<file path="config.mk">
export PLATFORM = sky130hd
export DESIGN_NAME = axil_stream_reader
export DESIGN_NICKNAME = d
export VERILOG_FILES = /design/src/rtl/axil_stream_reader_pkg.sv /design/src/rtl/axil_rd_fifo.sv /design/src/rtl/axil_stream_reader.sv
export SDC_FILE = /design/constraint.sdc
export NUM_CORES = 1
export LEC_CHECK = 0
export BUFFER_PORTS_ARGS = -buffer_cell sky130_fd_sc_hd__buf_4
export CAP_MARGIN = 20
export CORE_AREA = 10 10 129 131
export CTS_CLUSTER_SIZE = 30
export DETAILED_ROUTE_END_ITERATION = 8
export DIE_AREA = 0 0 139 141
export PLACE_DENSITY = 0.76
export RECOVER_POWER = 25
export SLEW_MARGIN = 20
export SYNTH_ARGS = -nofsm -noshare
export SYNTH_HDL_FRONTEND = slang
export SYNTH_SLANG_ARGS = --single-unit
</file>
<file path="constraint.sdc">
create_clock -name clk -period 4.4 [get_ports clk]
set_input_delay 0.88 -clock clk [delete_from_list [all_inputs] [get_ports clk]]
set_output_delay 0.88 -clock clk [all_outputs]
set_load 0.02 [all_outputs]
</file>
<file path="src/rtl/axil_stream_reader_pkg.sv">
// rtl/axil_stream_reader_pkg.sv - shared types and constants for the AXI-Lite stream reader
//
// Purpose: FSM state encoding, the OKAY response code and the address-step
// derivation shared by axil_stream_reader and its testbench.
// Ports: none (package).

package axil_stream_reader_pkg;

  typedef enum logic [1:0] {
    IDLE  = 2'd0,
    ISSUE = 2'd1,
    DRAIN = 2'd2
  } state_e;

  localparam logic [1:0] RESP_OKAY = 2'b00;

  // Byte step between consecutive word reads; rounded up to a power of two so
  // that the alignment mask derived from it is always a clean low-bit mask.
  function automatic int unsigned addr_step(input int unsigned strb_width);
    return (strb_width > 1) ? (1 << $clog2(strb_width)) : 1;
  endfunction

endpackage

</file>
<file path="src/rtl/axil_rd_fifo.sv">
// rtl/axil_rd_fifo.sv - synchronous response FIFO with registered output and occupancy count
//
// Purpose: buffers R-channel words for the stream side. Head word comes from a
// storage register, so a word pushed in cycle M is visible from cycle M+1.
// Ports:
//   clk, rst  - clock, synchronous active-high reset (flushes pointers/count)
//   push/wdata - write one word (ignored when full unless popping the same cycle)
//   pop        - remove head word (ignored when empty)
//   rdata      - head word, stable until popped
//   empty      - no words held
//   count      - words held, clog2(DEPTH)+1 bits

module axil_rd_fifo #(
  parameter int WIDTH = 32,
  parameter int DEPTH = 4
) (
  input  logic                   clk,
  input  logic                   rst,
  input  logic                   push,
  input  logic [WIDTH-1:0]       wdata,
  input  logic                   pop,
  output logic [WIDTH-1:0]       rdata,
  output logic                   empty,
  output logic [$clog2(DEPTH):0] count
);

  localparam int PW = $clog2(DEPTH);
  localparam int CW = PW + 1;
  localparam logic [CW-1:0] FULL_COUNT = CW'(DEPTH);

  logic [WIDTH-1:0] mem_q [DEPTH];
  logic [PW-1:0]    wr_ptr_q, wr_ptr_d;
  logic [PW-1:0]    rd_ptr_q, rd_ptr_d;
  logic [CW-1:0]    count_q, count_d;
  logic             do_push, do_pop;

  always_comb begin
    do_pop   = pop && (count_q != '0);
    do_push  = push && ((count_q != FULL_COUNT) || do_pop);
    wr_ptr_d = wr_ptr_q + PW'(do_push);
    rd_ptr_d = rd_ptr_q + PW'(do_pop);
    count_d  = count_q + CW'(do_push) - CW'(do_pop);
  end

  always_ff @(posedge clk) begin
    if (rst) begin
      wr_ptr_q <= '0;
      rd_ptr_q <= '0;
      count_q  <= '0;
    end else begin
      wr_ptr_q <= wr_ptr_d;
      rd_ptr_q <= rd_ptr_d;
      count_q  <= count_d;
    end
  end

  // Storage needs no reset: the flushed pointers/count make old contents invisible.
  always_ff @(posedge clk) begin
    if (do_push) begin
      mem_q[wr_ptr_q] <= wdata;
    end
  end

  assign rdata = mem_q[rd_ptr_q];
  assign empty = (count_q == '0);
  assign count = count_q;

endmodule

</file>
<file path="src/rtl/axil_stream_reader.sv">
// rtl/axil_stream_reader.sv - AXI-Lite sequential read master feeding an AXI-Stream
//
// Purpose: accepts (cmd_addr, cmd_len) and issues cmd_len+1 single-beat reads at
// word-aligned, wrapping addresses, keeping at most FIFO_DEPTH reads in flight
// or buffered; returned words leave on m_axis_* with tlast on the final word.
// Optional macro AXIL_STREAM_READER_TUSER_EN adds m_axis_tuser carrying a
// per-word "rresp was not OKAY" flag aligned with tdata.
// Ports:
//   clk, rst                 - clock, synchronous active-high reset
//   cmd_addr/len/valid/ready - command (byte address, word count minus 1)
//   m_axil_ar*               - read address channel (arprot fixed 3'b000)
//   m_axil_r*                - read data channel (rready always high)
//   m_axis_t*                - output stream
//   busy                     - FSM not IDLE
//   done                     - one-cycle pulse when the command has fully streamed
//   err                      - sticky non-OKAY response since the last command accept

module axil_stream_reader
  import axil_stream_reader_pkg::*;
#(
  parameter int DATA_WIDTH = 32,
  parameter int ADDR_WIDTH = 9,
  parameter int STRB_WIDTH = DATA_WIDTH / 8,
  parameter int LEN_WIDTH  = 8,
  parameter int FIFO_DEPTH = 4
) (
  input  logic                  clk,
  input  logic                  rst,
  input  logic [ADDR_WIDTH-1:0] cmd_addr,
  input  logic [LEN_WIDTH-1:0]  cmd_len,
  input  logic                  cmd_valid,
  output logic                  cmd_ready,
  output logic [ADDR_WIDTH-1:0] m_axil_araddr,
  output logic [2:0]            m_axil_arprot,
  output logic                  m_axil_arvalid,
  input  logic                  m_axil_arready,
  input  logic [DATA_WIDTH-1:0] m_axil_rdata,
  input  logic [1:0]            m_axil_rresp,
  input  logic                  m_axil_rvalid,
  output logic                  m_axil_rready,
  output logic [DATA_WIDTH-1:0] m_axis_tdata,
  output logic                  m_axis_tvalid,
  input  logic                  m_axis_tready,
  output logic                  m_axis_tlast,
  output logic                  busy,
  output logic                  done,
  output logic                  err
`ifdef AXIL_STREAM_READER_TUSER_EN
  ,
  output logic                  m_axis_tuser
`endif
);

  localparam int CNTW = $clog2(FIFO_DEPTH) + 1;
  localparam int LENW = LEN_WIDTH + 1;
  localparam logic [ADDR_WIDTH-1:0] ADDR_INC   = ADDR_WIDTH'(addr_step(STRB_WIDTH));
  localparam logic [ADDR_WIDTH-1:0] ALIGN_MASK = ~(ADDR_INC - ADDR_WIDTH'(1));
  localparam logic [CNTW:0]         CREDIT_MAX = (CNTW + 1)'(FIFO_DEPTH);
`ifdef AXIL_STREAM_READER_TUSER_EN
  localparam int FW = DATA_WIDTH + 1;
`else
  localparam int FW = DATA_WIDTH;
`endif

  state_e                state_q, state_d;
  logic [ADDR_WIDTH-1:0] addr_q, addr_d;
  logic [LENW-1:0]       issue_cnt_q, issue_cnt_d;
  logic [LENW-1:0]       out_cnt_q, out_cnt_d;
  logic [CNTW-1:0]       inflight_q, inflight_d;
  logic                  err_q, err_d;
  logic                  arvalid_q, arvalid_d;

  logic                  accept, ar_hs, push, pop, tvalid, credit_ok;
  logic [CNTW-1:0]       fifo_count, fifo_count_d;
  logic [CNTW:0]         credit_used;
  logic                  fifo_empty;
  logic [FW-1:0]         fifo_wdata, fifo_rdata;

`ifdef AXIL_STREAM_READER_TUSER_EN
  assign fifo_wdata = {m_axil_rresp != RESP_OKAY, m_axil_rdata};
`else
  assign fifo_wdata = m_axil_rdata;
`endif

  axil_rd_fifo #(
    .WIDTH (FW),
    .DEPTH (FIFO_DEPTH)
  ) u_fifo (
    .clk   (clk),
    .rst   (rst),
    .push  (push),
    .wdata (fifo_wdata),
    .pop   (pop),
    .rdata (fifo_rdata),
    .empty (fifo_empty),
    .count (fifo_count)
  );

  // Handshake terms are masked during reset so nothing moves in that cycle.
  assign cmd_ready = !rst && (state_q == IDLE);
  assign accept    = cmd_valid && cmd_ready;
  assign ar_hs     = m_axil_arvalid && m_axil_arready;
  // Beats with nothing outstanding are stale (e.g. issued before a reset) and dropped.
  assign push      = m_axil_rvalid && (inflight_q != '0);
  assign tvalid    = !rst && !fifo_empty;
  assign pop       = tvalid && m_axis_tready;

  always_comb begin
    state_d     = state_q;
    addr_d      = addr_q;
    issue_cnt_d = issue_cnt_q;
    out_cnt_d   = out_cnt_q;
    err_d       = err_q;
    inflight_d  = inflight_q + CNTW'(ar_hs) - CNTW'(push);

    if (push && (m_axil_rresp != RESP_OKAY)) begin
      err_d = 1'b1;
    end
    if (pop) begin
      out_cnt_d = out_cnt_q - LENW'(1);
    end

    case (state_q)
      IDLE: begin
        if (accept) begin
          addr_d      = cmd_addr & ALIGN_MASK;
          issue_cnt_d = {1'b0, cmd_len} + LENW'(1);
          out_cnt_d   = {1'b0, cmd_len} + LENW'(1);
          err_d       = 1'b0;
          state_d     = ISSUE;
        end
      end
      ISSUE: begin
        if (ar_hs) begin
          addr_d      = addr_q + ADDR_INC;
          issue_cnt_d = issue_cnt_q - LENW'(1);
          if (issue_cnt_q == LENW'(1)) begin
            state_d = DRAIN;
          end
        end
      end
      DRAIN: begin
        if (out_cnt_q == '0) begin
          state_d = IDLE;
        end
      end
      default: state_d = IDLE;
    endcase

    // Credit is judged on next-cycle occupancy so a newly raised arvalid can
    // never push reads-in-flight plus buffered words past FIFO_DEPTH.
    fifo_count_d = fifo_count + CNTW'(push) - CNTW'(pop);
    credit_used  = {1'b0, inflight_d} + {1'b0, fifo_count_d};
    credit_ok    = credit_used < CREDIT_MAX;

    if (m_axil_arvalid && !m_axil_arready) begin
      arvalid_d = 1'b1;
    end else begin
      arvalid_d = (state_d == ISSUE) && (issue_cnt_d != '0) && credit_ok;
    end
  end

  always_ff @(posedge clk) begin
    if (rst) begin
      state_q     <= IDLE;
      addr_q      <= '0;
      issue_cnt_q <= '0;
      out_cnt_q   <= '0;
      inflight_q  <= '0;
      err_q       <= 1'b0;
      arvalid_q   <= 1'b0;
    end else begin
      state_q     <= state_d;
      addr_q      <= addr_d;
      issue_cnt_q <= issue_cnt_d;
      out_cnt_q   <= out_cnt_d;
      inflight_q  <= inflight_d;
      err_q       <= err_d;
      arvalid_q   <= arvalid_d;
    end
  end

  assign m_axil_araddr  = addr_q;
  assign m_axil_arprot  = 3'b000;
  assign m_axil_arvalid = arvalid_q && !rst;
  assign m_axil_rready  = 1'b1;
  assign m_axis_tdata   = fifo_rdata[DATA_WIDTH-1:0];
  assign m_axis_tvalid  = tvalid;
  assign m_axis_tlast   = tvalid && (out_cnt_q == LENW'(1));
  assign busy           = !rst && (state_q != IDLE);
  assign done           = !rst && (state_q == DRAIN) && (out_cnt_q == '0);
  assign err            = err_q;
`ifdef AXIL_STREAM_READER_TUSER_EN
  assign m_axis_tuser   = fifo_rdata[DATA_WIDTH];
`endif

endmodule

</file>
==> results.json <==
{
  "synth-seq-cells": 167,
  "synth_warnings": 0,
  "critPathLaunch": "u_fifo.rd_ptr_q[0]",
  "critical_path_buf_inv_count": 2,
  "grt_pass1_vias": 4389,
  "synth.distinct_cells": 55,
  "use_met3_pct": 5.58,
  "port_buffers": 100,
  "cts_buffers": 17,
  "seq_area_frac_synth_pct": 65.8,
  "r2r-start": "inflight_q[1]",
  "fmax_mhz": 310,
  "r2r_slack_ns": 1.32,
  "start_util_pct": 49.5,
  "synth_edf_count": 128,
  "crit_chain": "buf_4 -> mux4_2 -> buf_4",
  "outcome": "finished clean",
  "syn-instance-count": 466,
  "antenna_found_initial": 0,
  "drv_slew": 0,
  "grt_pass1_wl_um": 23200,
  "grt_use_met1_pct": 18.0,
  "gp_congestion": 0.882,
  "top_usage_layer": "met2",
  "rsz0062_at_grt": "false",
  "cts_resized": 0,
  "gr-usage-met2_pct": 24.6,
  "root_buffer": "clkbuf_16",
  "worst_pin_slew_ns": 0.857,
  "die_x_um": 139,
  "slowest_stage": "dfxtp_2",
  "clk_pin_slew_ns": 0.06,
  "wl_um": 14600,
  "die_height_um": 141,
  "cts.sinks": 167,
  "clk_latency_ns": 0.42,
  "start_kind": "flip-flop",
  "drc_errors": 0,
  "filler_cell_count": 1112,
  "worst_path_most_repeated_cell": "buf_4",
  "synth_area_leaders": "edfxtp_1 55%, dfxtp_1 11%, mux4_2 10%",
  "gr-usage-all-layers_pct": 15.0,
  "fin_crit_ns": 3.23,
  "fin_crit_sh_pct": 73.3,
  "rows": 44,
  "synthTopCellsByCount": "128 x edfxtp_1, 45 x nor2_1, 39 x dfxtp_1",
  "p_leak_nw": 3.03,
  "worstPathRequired_ns": 3.52,
  "clock-skew-final_ns": 0.0137,
  "slew_headroom_pct": 42.9,
  "drt_iter0_markers": 231,
  "syn2layout_area_growth_pct": 20.8,
  "post_cts_buffers": 0,
  "cp-endpoint": "m_axis_tdata[0]",
  "cpPeakStageDelay_ns": 0.88,
  "setup_viol": 0,
  "fp.coreArea_um2": 14200,
  "dr.pass1.iters": 4,
  "ff2ff_path_depth": 12,
  "dieArea_um2": 19600,
  "clockBufferDepth": 2,
  "grt-ovfl-total": 0,
  "worst_setup_path_end_kind": "output pin",
  "synth-async-reset-ratio_pct": 0,
  "netlist_area_um2": 7030,
  "p_per_area_nw_per_um2": 556,
  "multiInputGateArea_um2": 2260,
  "critPathTopFamily": "flip-flops",
  "hold_buffers": 0,
  "ant_nets": 0,
  "synth_top_area_share_pct": 54.7,
  "cp.depth": 3,
  "min_path_type": "reg2reg",
  "yosysTopAreaCell": "edfxtp_1",
  "reg2reg_to": "arvalid_q",
  "seq_area_um2": 4630,
  "ctsHtreeMaxLevel": 4,
  "crit_arrival_ns": 2.35,
  "via_count": 4228,
  "ir_worst_vdd_mv": 0.321,
  "fin_setup_tns_ns": 0,
  "critical_path_class": "reg2out",
  "wl_per_cell_um": 19.0,
  "num_io_pins": 109,
  "grt_max_degree": 43,
  "hold_viol_final": 0,
  "hold_slack_ns": 0.490,
  "drive_gt1_share_pct": 26.7,
  "synthMostInstantiatedCell": "edfxtp_1",
  "path_max_fanout": 23,
  "final_nets": 647,
  "ys.flop_type": "edfxtp_1",
  "cts_tree": "built",
  "cap_violations": 0,
  "viasPerCell": 5.50,
  "dp_hpwl_um": 9870,
  "syn_avg_cell_area_um2": 15.1
}
## sequential cells by signal (all words and copies together), names as in the netlist
signal,cells
u_fifo.mem_q,128
issue_cnt_q,9
out_cnt_q,9
m_axil_araddr,7
inflight_q,3
u_fifo.count,3
state_q,2
u_fifo.rd_ptr_q,2
u_fifo.wr_ptr_q,2
arvalid_q,1
err,1
## metrics by stage
step	instance area [µm²]	setup slack [ns]	utilization (%)	total power [mW]	std cells
2_1_floorplan	7050	0.765	-	2.84	470
3_3_place_gp	7990	0.867	56.2	3.25	736
3_5_place_dp	7990	0.814	56.2	3.29	736
4_1_cts	8590	1.09	60.5	4.80	768
5_1_grt	8490	0.924	59.8	4.99	768
6_report	8500	1.17	59.8	4.73	769
## metal layers
layer / up-vias / wire, µm / share of wire [%]
met5: - / 0 / 0
met4: 0 / 97 / 0.66
met3: 8 / 962 / 6.6
met2: 146 / 7360 / 50
met1: 2099 / 6190 / 42
li1: 1975 / - / -
## placed cells by master, fill, tap and decap left out, drive strengths merged, types with 5 or more instances in the layout
cell type,Yosys,routed
mux4,32,32
xor2,6,6
buf,13,83
conb,2,6
nor2,45,45
edfxtp,128,128
nand3,13,13
a211oi,6,6
nor4,7,7
clkbuf,13,45
nor3,5,5
a21oi,6,6
inv,15,19
o21ai,12,12
ha,16,16
and3,10,10
xnor2,15,15
nor2b,10,10
dfxtp,39,39
a22oi,5,5
nand2,20,20
## where the power goes
part	leakage [nW]	total, mW	switching (mW)	internal [mW]
clock network	0.282	1.49	0.593	0.901
logic	1.26	1.19	0.644	0.551
registers	1.48	2.04	0.119	1.92
## final cells by class
class / count / share of cell area, %
Clock inverter: 12 / 1.94
Tap cell: 184 / 2.71
Sequential cell: 167 / 54.4
Multi-Input combinational cell: 262 / 26.6
Timing Repair Buffer: 108 / 8.44
Inverter: 15 / 0.663
Clock buffer: 20 / 5.14
Antenna cell: 1 / 0.0295
## cell families (layout without fill, tap and decap cells)
| logic type | count (synthesis) | in the layout | synth area share (%) |
|---|---|---|---|
| AND/OR/NAND/NOR | 133 | 133 | 9.77 |
| other | 2 | 7 | 0.107 |
| buffers and inverters | 41 | 155 | 2.69 |
| AO/OA/AOI/OAI | 48 | 48 | 4.70 |
| flip-flops | 167 | 167 | 65.8 |
| adder cells (fa/ha/maj) | 19 | 19 | 3.70 |
| XOR/XNOR | 21 | 21 | 2.62 |
| multiplexers | 35 | 35 | 10.7 |
## worst min-delay path by stage
stage	startpoint	to	slack, ns	cells after the start
final	err	err	0.49	2
after global routing	err	err	0.53	2
after CTS	err	err	0.50	2
after detailed placement	err	err	0.48	2
after global placement	err	err	0.46	2
after floorplan	out_cnt_q[8]	out_cnt_q[8]	0.53	2
## worst register-to-register path, delay by kind of cell (launching register included)
| kind | cells | cell delay (ns) |
|---|---|---|
| xor gates and xnor gates | 2 | 0.36 |
| buffers and inverters | 2 | 0.18 |
| DFF | 1 | 0.33 |
| AOI/OAI and AO/OA | 3 | 0.80 |
| adders and majority gates | 4 | 1.12 |
| and+or+nand+nor | 1 | 0.19 |
No activity file was read; power rests on OpenSTA's default activity.
